**src/rtl/pe_os_drain.sv**
```systemverilog
// rtl/pe_os_drain.sv - output-stationary MAC processing element with drain chain
// Optional feature macro PE_ACC_SAT_EN: saturate the accumulator on overflow instead of wrapping.
module pe_os_drain #(
  parameter int WIDTH     = 8,
  parameter int ACC_WIDTH = 32,
  parameter int CNT_W     = 16
) (
  input  logic                 clk,
  input  logic                 rst,
  input  logic [WIDTH-1:0]     a_in,
  input  logic                 a_vld_in,
  input  logic [WIDTH-1:0]     b_in,
  input  logic                 b_vld_in,
  input  logic                 sign_mode,
  input  logic                 clc,
  input  logic                 latch,
  input  logic                 drain_shift,
  input  logic [ACC_WIDTH-1:0] drain_in,
  input  logic                 drain_vld_in,
  output logic [WIDTH-1:0]     a_out,
  output logic                 a_vld_out,
  output logic [WIDTH-1:0]     b_out,
  output logic                 b_vld_out,
  output logic [ACC_WIDTH-1:0] drain_out,
  output logic                 drain_vld_out,
  output logic [ACC_WIDTH-1:0] acc,
  output logic [CNT_W-1:0]     mac_cnt,
  output logic                 ovf
);

  localparam int PW = 2 * WIDTH;
  localparam int XW = ACC_WIDTH + 1;

  logic [WIDTH-1:0]     a_q, a_d, b_q, b_d;
  logic                 a_vld_q, a_vld_d, b_vld_q, b_vld_d;
  logic [ACC_WIDTH-1:0] acc_q, acc_d;
  logic [CNT_W-1:0]     cnt_q, cnt_d;
  logic                 ovf_q, ovf_d;
  logic [ACC_WIDTH-1:0] drain_q, drain_d;
  logic                 drain_vld_q, drain_vld_d;

  logic                 fire;
  logic [PW-1:0]        prod_s, prod_u, prod;
  logic [XW-1:0]        prod_ext, acc_ext, sum;
  logic                 add_ovf;
  logic [ACC_WIDTH-1:0] acc_mac;
`ifdef PE_ACC_SAT_EN
  logic [ACC_WIDTH-1:0] sat_val;
`endif

  assign fire = a_vld_in & b_vld_in;

  // Low 2*WIDTH bits of a product of extended operands equal the true signed/unsigned product.
  assign prod_s = {{WIDTH{a_in[WIDTH-1]}}, a_in} * {{WIDTH{b_in[WIDTH-1]}}, b_in};
  assign prod_u = {{WIDTH{1'b0}}, a_in} * {{WIDTH{1'b0}}, b_in};
  assign prod   = sign_mode ? prod_s : prod_u;

  assign prod_ext = sign_mode ? {{(XW-PW){prod[PW-1]}}, prod} : {{(XW-PW){1'b0}}, prod};
  assign acc_ext  = sign_mode ? {acc_q[ACC_WIDTH-1], acc_q} : {1'b0, acc_q};
  assign sum      = acc_ext + prod_ext;
  assign add_ovf  = sign_mode ? (sum[XW-1] ^ sum[XW-2]) : sum[XW-1];

`ifdef PE_ACC_SAT_EN
  // In signed mode the extra sum bit is the true sign, selecting which rail to clamp to.
  always_comb begin
    sat_val = '1;
    if (sign_mode) begin
      sat_val = sum[XW-1] ? {1'b1, {(ACC_WIDTH-1){1'b0}}} : {1'b0, {(ACC_WIDTH-1){1'b1}}};
    end
  end
  assign acc_mac = add_ovf ? sat_val : sum[ACC_WIDTH-1:0];
`else
  assign acc_mac = sum[ACC_WIDTH-1:0];
`endif

  always_comb begin
    a_d         = a_in;
    a_vld_d     = a_vld_in;
    b_d         = b_in;
    b_vld_d     = b_vld_in;
    acc_d       = acc_q;
    cnt_d       = cnt_q;
    ovf_d       = ovf_q;
    drain_d     = drain_q;
    drain_vld_d = drain_vld_q;

    if (clc) begin
      acc_d = fire ? prod_ext[ACC_WIDTH-1:0] : '0;
      cnt_d = fire ? CNT_W'(1) : '0;
      ovf_d = 1'b0;
    end else if (fire) begin
      acc_d = acc_mac;
      cnt_d = (cnt_q == {CNT_W{1'b1}}) ? cnt_q : cnt_q + CNT_W'(1);
      ovf_d = ovf_q | add_ovf;
    end

    // Latch captures the pre-update accumulator and takes priority over shifting.
    if (latch) begin
      drain_d     = acc_q;
      drain_vld_d = 1'b1;
    end else if (drain_shift) begin
      drain_d     = drain_in;
      drain_vld_d = drain_vld_in;
    end
  end

  always_ff @(posedge clk or posedge rst) begin
    if (rst) begin
      a_q         <= '0;
      a_vld_q     <= 1'b0;
      b_q         <= '0;
      b_vld_q     <= 1'b0;
      acc_q       <= '0;
      cnt_q       <= '0;
      ovf_q       <= 1'b0;
      drain_q     <= '0;
      drain_vld_q <= 1'b0;
    end else begin
      a_q         <= a_d;
      a_vld_q     <= a_vld_d;
      b_q         <= b_d;
      b_vld_q     <= b_vld_d;
      acc_q       <= acc_d;
      cnt_q       <= cnt_d;
      ovf_q       <= ovf_d;
      drain_q     <= drain_d;
      drain_vld_q <= drain_vld_d;
    end
  end

  assign a_out         = a_q;
  assign a_vld_out     = a_vld_q;
  assign b_out         = b_q;
  assign b_vld_out     = b_vld_q;
  assign acc           = acc_q;
  assign mac_cnt       = cnt_q;
  assign ovf           = ovf_q;
  assign drain_out     = drain_q;
  assign drain_vld_out = drain_vld_q;

endmodule
```
**config.mk**
```make
export PLATFORM = sky130hd
export DESIGN_NAME = pe_os_drain
export DESIGN_NICKNAME = d
export VERILOG_FILES = /design/src/rtl/pe_os_drain.sv
export SDC_FILE = /design/constraint.sdc
export NUM_CORES = 1
export LEC_CHECK = 0
export ABC_CLOCK_PERIOD_IN_PS = 5090
export BUFFER_PORTS_ARGS = -buffer_cell sky130_fd_sc_hd__buf_2
export CORE_AREA = 5 5 134 136
export DETAILED_ROUTE_END_ITERATION = 8
export DIE_AREA = 0 0 139 141
export PLACE_DENSITY = 0.88
export RECOVER_POWER = 50
export SLEW_MARGIN = 10
export SYNTH_ARGS = -nofsm -noshare
export SYNTH_HDL_FRONTEND = slang
export SYNTH_SLANG_ARGS = --single-unit
```
**constraint.sdc**
```tcl
create_clock -name clk -period 5.09 [get_ports clk]
set_input_delay 0.509 -clock clk [delete_from_list [all_inputs] [get_ports clk]]
set_output_delay 0.509 -clock clk [all_outputs]
set_load 0.02 [all_outputs]
```
# Word-level counts from Yosys, hierarchy flattened
# Index checks and enable logic that the tools add are counted.
word_totals:
  regBits: 100
  in_bits: 57
  out_inout_bits: 100
  elab_cells: 38
op_classes:
  n_addsub: 2
  mul: 2
  n_eq_ne: 2
  n_mux: 17
  bitwise_logic: 3
  reduce_logical: 3
op_table:
  columns: ["cell", "n"]
  rows:
  - ["32-bit two-way mux", 5]
  - ["33-bit two-way mux", 2]
  - ["16-bit two-way mux", 4]
  - ["33-bit adder", 1]
  - ["8-bit by 8-bit multiplier with 16-bit output", 2]
  - ["16-bit by 1-bit adder with 16-bit output, second input constant", 1]
  - ["16-bit equality test, second input constant", 1]
  - ["1-bit two-way mux", 6]
  - ["2-bit nonzero test", 2]
  - ["2-bit inequality test, second input constant", 1]
  - ["2-bit AND reduction", 1]
  - ["1-bit bitwise AND", 1]
  - ["1-bit OR", 1]
  - ["1-bit bitwise XOR", 1]

# Longest topological paths before layout
# Gate-level depths: netlist of run 1.
logic_depth:
  depth_word: 9
  depth_mapped: 31
  ltp_nobuf: 29

# Worst setup path before layout of run 1
# No wires, ideal clock.
synth_path:
  path_kind: "input port to flip-flop"
  startpoint: "input port b_in[7]"
  endpoint: "register ovf_q, in the netlist ovf"
  setup_ns: 0.069
  t_arrival_ns: 6.654
  slack_ns: -1.633
  path_stages: 27
  path_buffers: 3
  cell_sequence: "clkbuf_1 > clkinv_1 > nor2_1 > fa_1 > fa_1 > fa_1 > inv_1 > fa_1 > inv_1 > ha_1 > a21oi_1 > nand3_1 > a211o_1 > a211o_1 > and2_1 > buf_2 > nand3_1 > ha_1 > inv_1 > nor2_1 > and3_1 > or2_1 > buf_6 > o211ai_4 > a31oi_1 > or4b_1 > nand3_1"
synth_between:
  elab_chain_cells: 9
  elab_cells_between_ends: 10
  classes_between: "1 x add/sub; 2 x mul; 5 x mux; 2 x bitwise"
synth_lines:
  columns: ["element", "line", "text"]
  rows:
  - ["start, declared", "12", "input logic [WIDTH-1:0] b_in,"]
  - ["8-bit by 8-bit multiplier with 16-bit output, on equally long branches", "55, 54", null]
  - ["16-bit two-way mux (*)", "56", "assign prod = sign_mode ? prod_s : prod_u;"]
  - ["33-bit two-way mux (*)", "58", "assign prod_ext = sign_mode ? {{(XW-PW){prod[PW-1]}}, prod} : {{(XW-PW){1'b0}}, prod};"]
  - ["33-bit adder (*)", "60", "assign sum = acc_ext + prod_ext;"]
  - ["1-bit bitwise XOR", "61", "assign add_ovf = sign_mode ? (sum[XW-1] ^ sum[XW-2]) : sum[XW-1];"]
  - ["1-bit two-way mux (*)", "61", null]
  - ["1-bit OR (*)", "94", "ovf_d = ovf_q | add_ovf;"]
  - ["1-bit two-way mux (*)", "91", "end else if (fire) begin"]
  - ["1-bit two-way mux (*)", "87", "if (clc) begin"]
  - ["end signal, assigned", "125", "ovf_q <= ovf_d;"]
  - ["end, declared", "38", "logic ovf_q, ovf_d;"]
# Every way passes the cells marked *; elsewhere a longest branch is shown, timed or not. The select of a mux whose other input is x is not followed.
# A chain may end at the register's enable or synchronous reset.

# Worst setup path after layout of run 1
layout_path:
  startpoint: "input port b_in[4]"
  endpoint: "register ovf_q, in the netlist ovf"
# Same word-level chain as after synthesis.

==> results of run 1 <==
## per-stage QoR
step           utilization, %  power [W]  cell area, sq um  worst slack, ns  hold WS, ns
3_3_place_gp             71.9    0.00625             12100            -1.43        0.480
4_1_cts                  76.8    0.00799             12900            -1.02        0.269
3_5_place_dp             71.9    0.00652             12100            -1.63        0.482
2_1_floorplan               -    0.00455             10100            -1.21        0.540
5_1_grt                  78.5    0.00939             13200            -1.49        0.293
6_report                 78.5    0.00891             13200            -1.35        0.240
## worst max-delay path by stage
stage,to,slack (ns),cells after the start
global placement,ovf,-1.43,28
CTS,ovf,-1.02,27
floorplan,ovf,-1.21,28
global route,acc[31],-1.49,26
finish,ovf,-1.35,27
detailed placement,acc[31],-1.63,27
## cell families (layout without fill, tap and decap cells)
| logic type | after synthesis | count (layout) |
|---|---|---|
| AND/OR/NAND/NOR | 323 | 323 |
| buffers and inverters | 217 | 522 |
| AO/OA/AOI/OAI | 211 | 211 |
| adder cells (fa/ha/maj) | 161 | 161 |
| flip-flops | 100 | 100 |
| XOR/XNOR | 56 | 56 |
| multiplexers | 41 | 41 |
## power by group through the flow
stage | clock network, W | logic [W] | registers (W)
floorplan | 0 | 0.00328 | 0.00127
global placement | 0 | 0.00511 | 0.00114
detailed placement | 0 | 0.00537 | 0.00115
CTS | 0.000715 | 0.00614 | 0.00114
global route | 0.000747 | 0.00747 | 0.00118
finish | 0.000716 | 0.00703 | 0.00116
## Yosys cell counts, drive strengths merged, types with 5 or more instances
master / count
and2: 46
nand4: 12
buf: 9
a21o: 16
o2bb2ai: 5
o21ai: 75
nor3: 21
or2: 5
nand3: 26
a211oi: 10
o211ai: 9
clkbuf: 38
a22o: 10
o21bai: 6
mux2i: 39
dfrtp: 100
ha: 75
xnor2: 28
inv: 168
and3: 5
nor2: 59
a21oi: 40
nor4: 11
a31oi: 9
nand2: 112
fa: 86
xor2: 28
nor2b: 8
## layer usage
metal,share of wire [%],vias up
met5,0,-
met4,7.1,0
met3,8.9,256
met2,48,689
met1,36,4762
li1,-,4278
## repair_timing
| item | CTS | global route |
|---|---|---|
| pin swaps | 67 | 43 |
| hold endpoints to repair | 0 | 0 |
| hold buffers | 0 | 0 |
| gates resized for setup | 94 | 56 |
| endpoints found under the setup margin | 24 | 26 |
| buffers inserted | 19 | 10 |
## flip-flops by register name, summed over array words and instances, names as in the netlist
register / flops
a_out: 8
mac_cnt: 16
b_vld_out: 1
acc: 32
drain_out: 32
drain_vld_out: 1
ovf: 1
b_out: 8
a_vld_out: 1
## worst register-to-register path, stage by stage (launching register included)
cell and delay [ns]:
dfrtp_1 0.42, ha_1 0.27, fa_1 0.44, a211oi_1 0.47
o21ai_1 0.24, nand3_2 0.15, o21ai_2 0.09, a2111oi_4 0.31
buf_4 0.21, o21a_4 0.16, a31oi_1 0.08, a221oi_1 0.34
o211ai_1 0.13
## area by class of cell
type | count | area (sq um)
sequential | 100 | 2500
tap | 225 | 282
multi-input combinational | 792 | 7180
inverter | 170 | 646
timing repair buffer | 336 | 2290
clock buffer | 10 | 229
fill | 950 | 3610
clock inverter | 6 | 76.3
==> results.json, run 1 <==
{
  "seq_area_frac_synth_pct": 25.5,
  "htreeDepth": 3,
  "synth-adder-area-share_pct": 27.1,
  "mostFrequentLayoutCell": "buf_4",
  "cts_inserted_buffers": 9,
  "vias_per_cell": 6.09,
  "instances_no_fill": 1639,
  "netlist_area_sq_um": 9830,
  "drt_pass1_iterations": 8,
  "start_kind": "input pin",
  "yosys-top-cells-area": "dfrtp_1 25%, fa_1 18%, ha_1 9.5%",
  "syn_inst": 1109,
  "power.share.switching_pct": 48.3,
  "root_buffer": "clkbuf_16",
  "met1_usage_pct": 36.8,
  "synth.top_cell.area_share_pct": 25.5,
  "initial_core_util_pct": 58.4,
  "synth_area_leader_cell": "dfrtp_1",
  "drcViolationCount": 0,
  "coreArea_sq_um": 16800,
  "tns_ns": -24.92,
  "clkPwrFrac_pct": 8.0,
  "startpoint": "b_in[4]",
  "cts_tree": "yes",
  "n_antenna_cell": 0,
  "ff2ff_path_depth": 12,
  "synth_xor_area_share_pct": 4.99,
  "drive_gt1_share_pct": 35.1,
  "hpwl_um": 22100,
  "dr.first_iter.drc_count": 1137,
  "finalWirelength_um": 33900,
  "clk_latency_ns": 0.36,
  "synth_compound_area_share_pct": 13.8,
  "rows": 48,
  "mostFrequentLayoutCells": "170 x buf_4, 150 x inv_1, 139 x buf_2",
  "cp.required_ns": 5.39,
  "reg2reg_slack_ns": 1.63,
  "grt.overflow.total": 0,
  "path_buf_inv": 5,
  "ys_warn_count": 0,
  "cts_buffer_depth": 2,
  "use_met3_pct": 6.04,
  "r2r_start": "acc[0]",
  "fin_ws_ns": -1.35,
  "slew_viol_final": 0,
  "clock_sinks": 100,
  "grt_pass1_wl_um": 50500,
  "p_leak_nw": 6.69,
  "violations": "negative setup slack",
  "power.share.sequential_pct": 13.0,
  "cpMostUsedCell": "a21o_1",
  "crit_arrival_ns": 6.74,
  "synth-edff-count": 0,
  "use_met2_pct": 55.8,
  "die_w_um": 139,
  "top_usage_layer": "met2",
  "power_density_nw_per_um2": 674,
  "rr_endpoint": "acc[28]",
  "synth.mux.area_fraction_pct": 4.20,
  "min_path_type": "input pin to asynchronous set/reset pin",
  "grt_setup_unrepaired": "yes",
  "endpoint_kind": "flip-flop",
  "relSlewSlack_pct": 28.1,
  "clkTransAtPathRegs_ns": 0.08,
  "max_stage_delay_ns": 0.59,
  "min_period_ns": 6.44,
  "grt_antenna_before_repair": 0,
  "setup_viol": 25,
  "internal_power_w": 0.00460,
  "syn_area_per_cell_sq_um": 8.86,
  "synth_cell_types": 64,
  "port_buffers": 156,
  "synth_top_family_by_area": "adder cells",
  "maxCapViolCount": 0,
  "nets": 1627,
  "wl_per_cell_um": 20.7,
  "grt_pass1_vias": 10182,
  "ys_async_sr_fraction_pct": 100,
  "die_height_um": 141,
  "fp.dieArea_sq_um": 19600,
  "outcome": "finished, violations left",
  "worstPathMaxFanout": 7,
  "synthFlopType": "dfrtp_1",
  "ant_nets": 0,
  "gp_routability_congestion": 0.914,
  "syn_nets": 1327,
  "switchingPower_w": 0.00430,
  "hold_viol": 0,
  "crit_family": "adder cells",
  "grt_max_degree": 66,
  "share_comb_of_total_power_pct": 78.9,
  "worst_pin_slew_ns": 1.08,
  "synth_seq_cells": 100,
  "finClkSkew_ns": 0.0129,
  "period_share_pct": 127,
  "crit_slowest_cell": "fa_1",
  "post-place-cells": 1597,
  "path_class": "input pin to flip-flop",
  "vias": 9985,
  "irDropWorstVdd_uv": 447,
  "grt_usage_pct": 31.5,
  "ios": 157,
  "fmax_ghz": 0.155,
  "area_growth_pct": 34.4,
  "synth_simple_gate_area_share_pct": 15.9
}
Power figures use the tool's default switching activity.
==> run 2, diff against run 1 <==
--- a/config.mk
+++ b/config.mk
@@ -7,11 +7,11 @@
 export LEC_CHECK = 0
 export ABC_CLOCK_PERIOD_IN_PS = 5090
 export BUFFER_PORTS_ARGS = -buffer_cell sky130_fd_sc_hd__buf_2
-export CORE_AREA = 5 5 134 136
+export CAP_MARGIN = 0
+export CORE_AREA = 5 5 147 149
 export DETAILED_ROUTE_END_ITERATION = 8
-export DIE_AREA = 0 0 139 141
-export PLACE_DENSITY = 0.88
-export RECOVER_POWER = 50
+export DIE_AREA = 0 0 152 154
+export PLACE_DENSITY = 0.76
 export SLEW_MARGIN = 10
 export SYNTH_ARGS = -nofsm -noshare
 export SYNTH_HDL_FRONTEND = slang
==> run 2 against run 1 <==
  * The flow still finishes with violations (negative setup slack)
  * First-iteration DRC count decreased by 52%
  * Clock skew decreased by 0.0011 ns
  * Clock power increased by 3.4%
  * Critical path type unchanged
  * Largest cell class unchanged
  * Highest routed layer unchanged
==> results.json, run 2 (same netlist as run 1, synthesis figures left out) <==
{
  "dr.first_iter.drc_count": 545,
  "path_class": "input pin to flip-flop",
  "mostFrequentLayoutCells": "168 x buf_4, 146 x inv_1, 141 x buf_2",
  "n_antenna_cell": 0,
  "htreeDepth": 3,
  "gp_routability_congestion": 0.903,
  "start_kind": "input pin",
  "worst_pin_slew_ns": 1.05,
  "grt_usage_pct": 22.8,
  "crit_slowest_cell": "fa_1",
  "fp.dieArea_sq_um": 23400,
  "p_leak_nw": 6.72,
  "maxCapViolCount": 0,
  "fin_util_pct": 66.9,
  "mostFrequentLayoutCell": "buf_4",
  "clkTransAtPathRegs_ns": 0.08,
  "die_w_um": 152,
  "cts_tree": "yes",
  "root_buffer": "clkbuf_16",
  "grt_max_degree": 66,
  "cp.required_ns": 5.34,
  "finClkSkew_ns": 0.0118,
  "pre_cts_slack_ns": -1.58,
  "nets": 1626,
  "irDropWorstVdd_uv": 408,
  "grt.overflow.total": 0,
  "grt_pass1_vias": 9316,
  "tns_ns": -20.06,
  "drcViolationCount": 0,
  "rows": 52,
  "relSlewSlack_pct": 29.9,
  "min_period_ns": 6.21,
  "fin_ws_ns": -1.12,
  "grt_pass1_wl_um": 45200,
  "hpwl_um": 20400,
  "worstPathMaxFanout": 7,
  "setup_viol": 24,
  "hold_viol": 0,
  "initial_core_util_pct": 49.0,
  "ios": 157,
  "max_stage_delay_ns": 0.54,
  "cts_inserted_buffers": 9,
  "clock_sinks": 100,
  "fillers": 1554,
  "slew_viol_final": 0,
  "min_path_type": "input pin to flip-flop",
  "finalWirelength_um": 27800,
  "coreArea_sq_um": 20000,
  "vias_per_cell": 5.38,
  "endpoint_kind": "flip-flop",
  "crit_arrival_ns": 6.47,
  "outcome": "finished, violations left",
  "die_height_um": 154,
  "wl_per_cell_um": 16.5,
  "clk_latency_ns": 0.36,
  "vias": 9050,
  "port_buffers": 156,
  "drive_gt1_share_pct": 35.8,
  "area_growth_pct": 36.3,
  "grt_antenna_before_repair": 0,
  "violations": "negative setup slack",
  "period_share_pct": 122,
  "cts_buffer_depth": 2,
  "grt_setup_unrepaired": "yes",
  "fmax_ghz": 0.161,
  "power_density_nw_per_um2": 644,
  "drt_pass1_iterations": 5,
  "ant_nets": 0
}
-- run 2: cell count changes in the layout (fill, tap and decap cells not counted), sizes merged --
cell and delta:
clkinv -3, clkbuf -5, clkinvlp +1, inv +3, buf +3
-- run 2: path summary, 6_finish.rpt --
kind                             end  slack [ns]  depth (start not counted)  startpoint
min in group asynchronous     acc[0]        0.30                          2         rst
max                          acc[31]       -1.12                         31     a_in[4]
max in group asynchronous     acc[1]        3.72                          3         rst
max reg2reg                  acc[28]        1.77                         12      acc[0]
min                        a_vld_out        0.27                          1    a_vld_in
min reg2reg                      ovf        0.51                          2         ovf
-- run 2: report_power, final --
group	leakage [nW]	total [W]	switching, W	internal (W)
clock	0.149	0.000740	0.000345	0.000394
sequential	1.29	0.00114	0.000199	0.000945
combinational	5.28	0.00674	0.00341	0.00333
-- run 2: per-layer routing --
layer	track usage (%)	routed length (um)	up-vias
met5	0	0	-
met4	6.85	578	0
met3	3.82	1420	52
met2	39.5	13900	295
met1	29.6	11900	4409
li1	-	-	4294
-- run 2: layout make-up --
cell class,instances,area (sq um),share of cell area (%)
Clock buffer,9,225,1.68
Clock inverter,7,92.6,0.691
Inverter,170,646,4.82
Multi-Input combinational cell,792,7280,54.3
Sequential cell,100,2500,18.7
Tap cell,270,338,2.52
Timing Repair Buffer,335,2320,17.3
-- run 2: timing repair --
item / CTS / global route
hold buffers: 0 / 0
resized for setup: 84 / 91
endpoints found under the setup margin: 23 / 25
setup buffers: 18 / 15
pin swaps: 60 / 59
-- run 2: critical path: cells and delay by family --
kind	cells	cell delay (ns)
AND/OR/NAND/NOR	8	1.06
AO/OA/AOI/OAI	5	1.07
buffers and inverters	11	1.10
XOR/XNOR	1	0.12
adder cells (fa/ha/maj)	6	2.61
-- run 2: through the flow --
| step | std cells | power (W) | hold WS, ns | instance area [sq um] |
|---|---|---|---|---|
| after global placement | 1634 | 0.00630 | 0.481 | 12100 |
| after CTS | 1668 | 0.00763 | 0.261 | 12900 |
| final | 1683 | 0.00863 | 0.270 | 13400 |
| after floorplan | 1109 | 0.00455 | 0.540 | 10100 |
| after detailed placement | 1634 | 0.00644 | 0.487 | 12100 |
| after global routing | 1683 | 0.00926 | 0.269 | 13400 |
==> run 3, diff against run 2 <==
--- a/config.mk
+++ b/config.mk
@@ -8,9 +8,9 @@
 export ABC_CLOCK_PERIOD_IN_PS = 5090
 export BUFFER_PORTS_ARGS = -buffer_cell sky130_fd_sc_hd__buf_2
 export CAP_MARGIN = 0
-export CORE_AREA = 5 5 147 149
+export CORE_AREA = 2 2 144 146
 export DETAILED_ROUTE_END_ITERATION = 8
-export DIE_AREA = 0 0 152 154
+export DIE_AREA = 0 0 146 148
 export PLACE_DENSITY = 0.76
 export SLEW_MARGIN = 10
 export SYNTH_ARGS = -nofsm -noshare
==> run 3 against run 2 <==
  * The flow still finishes with violations (negative setup slack)
  * Via count grew 0.96%
  * Register-to-register slack improved by 0.04 ns
  * Sequential power barely moved
  * Core utilization increased by 0.75 points
  * Sequential share of layout area fell by 0.21 points
  * Global-route usage rose by 2.5 points
  * Cell count up 0.59%
  * Hold slack got worse by 0.0022 ns
  * Clock-buffer cell count did not move
  * Critical path depth down 3
  * Non-clock buffer count increased by 10
  * Critical endpoint unchanged
  * Largest cell class unchanged
==> results.json, run 3 (same netlist as run 1, synthesis figures left out) <==
{
  "clkTransAtPathRegs_ns": 0.08,
  "clk_latency_ns": 0.37,
  "relSlewSlack_pct": 30.5,
  "nets": 1636,
  "cts_tree": "yes",
  "finClkSkew_ns": 0.0136,
  "grt_setup_unrepaired": "yes",
  "hpwl_um": 19800,
  "cts_hold_buf": 0,
  "vias_per_cell": 5.40,
  "coreArea_sq_um": 20000,
  "power.total_w": 0.00893,
  "fin_ws_ns": -1.07,
  "area_growth_pct": 37.8,
  "drcViolationCount": 0,
  "outcome": "finished, violations left",
  "power_density_nw_per_um2": 659,
  "start_kind": "input pin",
  "slew_viol_final": 0,
  "min_period_ns": 6.16,
  "path_class": "input pin to flip-flop",
  "ios": 157,
  "use_met2_pct": 45.1,
  "use_met3_pct": 3.18,
  "port_buffers": 156,
  "grt_antenna_before_repair": 0,
  "cts_inserted_buffers": 9,
  "p_leak_nw": 6.78,
  "mostFrequentLayoutCell": "buf_4",
  "die_height_um": 148,
  "min_path_type": "input pin to asynchronous set/reset pin",
  "top_usage_layer": "met2",
  "die_w_um": 146,
  "htreeDepth": 3,
  "grt.overflow.total": 0,
  "endpoint_kind": "flip-flop",
  "cts_buffer_depth": 2,
  "worstPathMaxFanout": 7,
  "met1_usage_pct": 31.9,
  "hold_viol": 0,
  "ant_nets": 0,
  "initial_core_util_pct": 49.0,
  "n_antenna_cell": 0,
  "dr.first_iter.drc_count": 696,
  "grt_pass1_wl_um": 44700,
  "grt_max_degree": 66,
  "tns_ns": -18.90,
  "drive_gt1_share_pct": 36.6,
  "instances_no_fill": 1693,
  "irDropWorstVdd_uv": 430,
  "fp.dieArea_sq_um": 21600,
  "grt_usage_pct": 25.3,
  "drt_pass1_iterations": 7,
  "finalWirelength_um": 27800,
  "worst_pin_slew_ns": 1.04,
  "vias": 9137,
  "root_buffer": "clkbuf_16",
  "crit_arrival_ns": 6.41,
  "setup_viol": 24,
  "rows": 52,
  "period_share_pct": 121,
  "worst_hold_slack_ns": 0.268,
  "wl_per_cell_um": 16.4,
  "violations": "negative setup slack",
  "pre_cts_slack_ns": -1.66,
  "fmax_ghz": 0.162,
  "clock_sinks": 100,
  "mostFrequentLayoutCells": "161 x buf_4, 148 x inv_1, 140 x buf_2",
  "cp.required_ns": 5.34,
  "gp_routability_congestion": 0.878,
  "grt_pass1_vias": 9321,
  "maxCapViolCount": 0,
  "post-place-cells": 1631
}
## run 3: cell types whose count changed in the layout (fill, tap and decap cells not counted), moves of 3 or more
cell     previous run  this run
buf_4             168       161
buf_6              19        39
a21oi_2            18        13
o21ai_1            22        19
buf_12              6         3
a21oi_1            18        21
## run 3: timing repair
action	CTS	global route
resized for setup	131	70
endpoints found under the hold margin	0	0
buffers inserted	36	15
endpoints found under the setup margin	23	25
pin swaps	69	92
## run 3: critical path: stages
cell,delay [ns]
buf_6,0.11
buf_6,0.11
and2_4,0.13
fa_2,0.38
fa_1,0.50
ha_1,0.32
inv_2,0.04
fa_1,0.58
inv_2,0.06
ha_4,0.26
a21o_1,0.20
a21oi_4,0.17
nor2b_4,0.07
o21ai_2,0.20
a211oi_2,0.13
nor3_2,0.22
xor2_1,0.25
a21oi_2,0.10
ha_1,0.35
buf_6,0.11
nand4_1,0.15
nor2_2,0.14
and3_4,0.18
or2_4,0.18
nand3_2,0.10
a2111o_1,0.46
and4_4,0.15
o31a_1,0.24
## run 3: per-stage QoR
stage	area, sq um	util, %
after floorplan	10100	-
after global placement	12100	60.3
after detailed placement	12100	60.3
after CTS	13100	65.6
after global routing	13500	67.6
final	13500	67.6
## run 3: layout make-up
cell class	count	area [sq um]
clock buffer	9	225
clock inverter	7	71.3
fill	1536	6490
inverter	170	646
multi-input combinational	792	7330
sequential	100	2500
tap	270	338
timing repair buffer	345	2440
## run 3: worst paths after layout
| kind | end | startpoint | cells after the start | slack (ns) |
|---|---|---|---|---|
| worst max register to register | acc[22] | acc[0] | 14 | 1.81 |
| max in group asynchronous | b_out[7] | rst | 3 | 3.75 |
| min in group clk | b_vld_out | b_vld_in | 1 | 0.27 |
| worst min-delay path | b_out[2] | rst | 2 | 0.27 |
| worst min register to register | ovf | ovf | 2 | 0.55 |
| worst max-delay path | acc[31] | a_in[1] | 28 | -1.07 |
## run 3: power by group
| group | internal, W | switching [W] | total (W) |
|---|---|---|---|
| Combinational | 0.00357 | 0.00351 | 0.00708 |
| Sequential | 0.000945 | 0.000206 | 0.00115 |
| Clock | 0.000346 | 0.000353 | 0.000699 |
## run 3: per-layer routing
metal	part of all wire [%]	up-vias
li1	-	4309
met1	42	4431
met2	50	333
met3	5.0	64
met4	2.4	0
met5	0	-
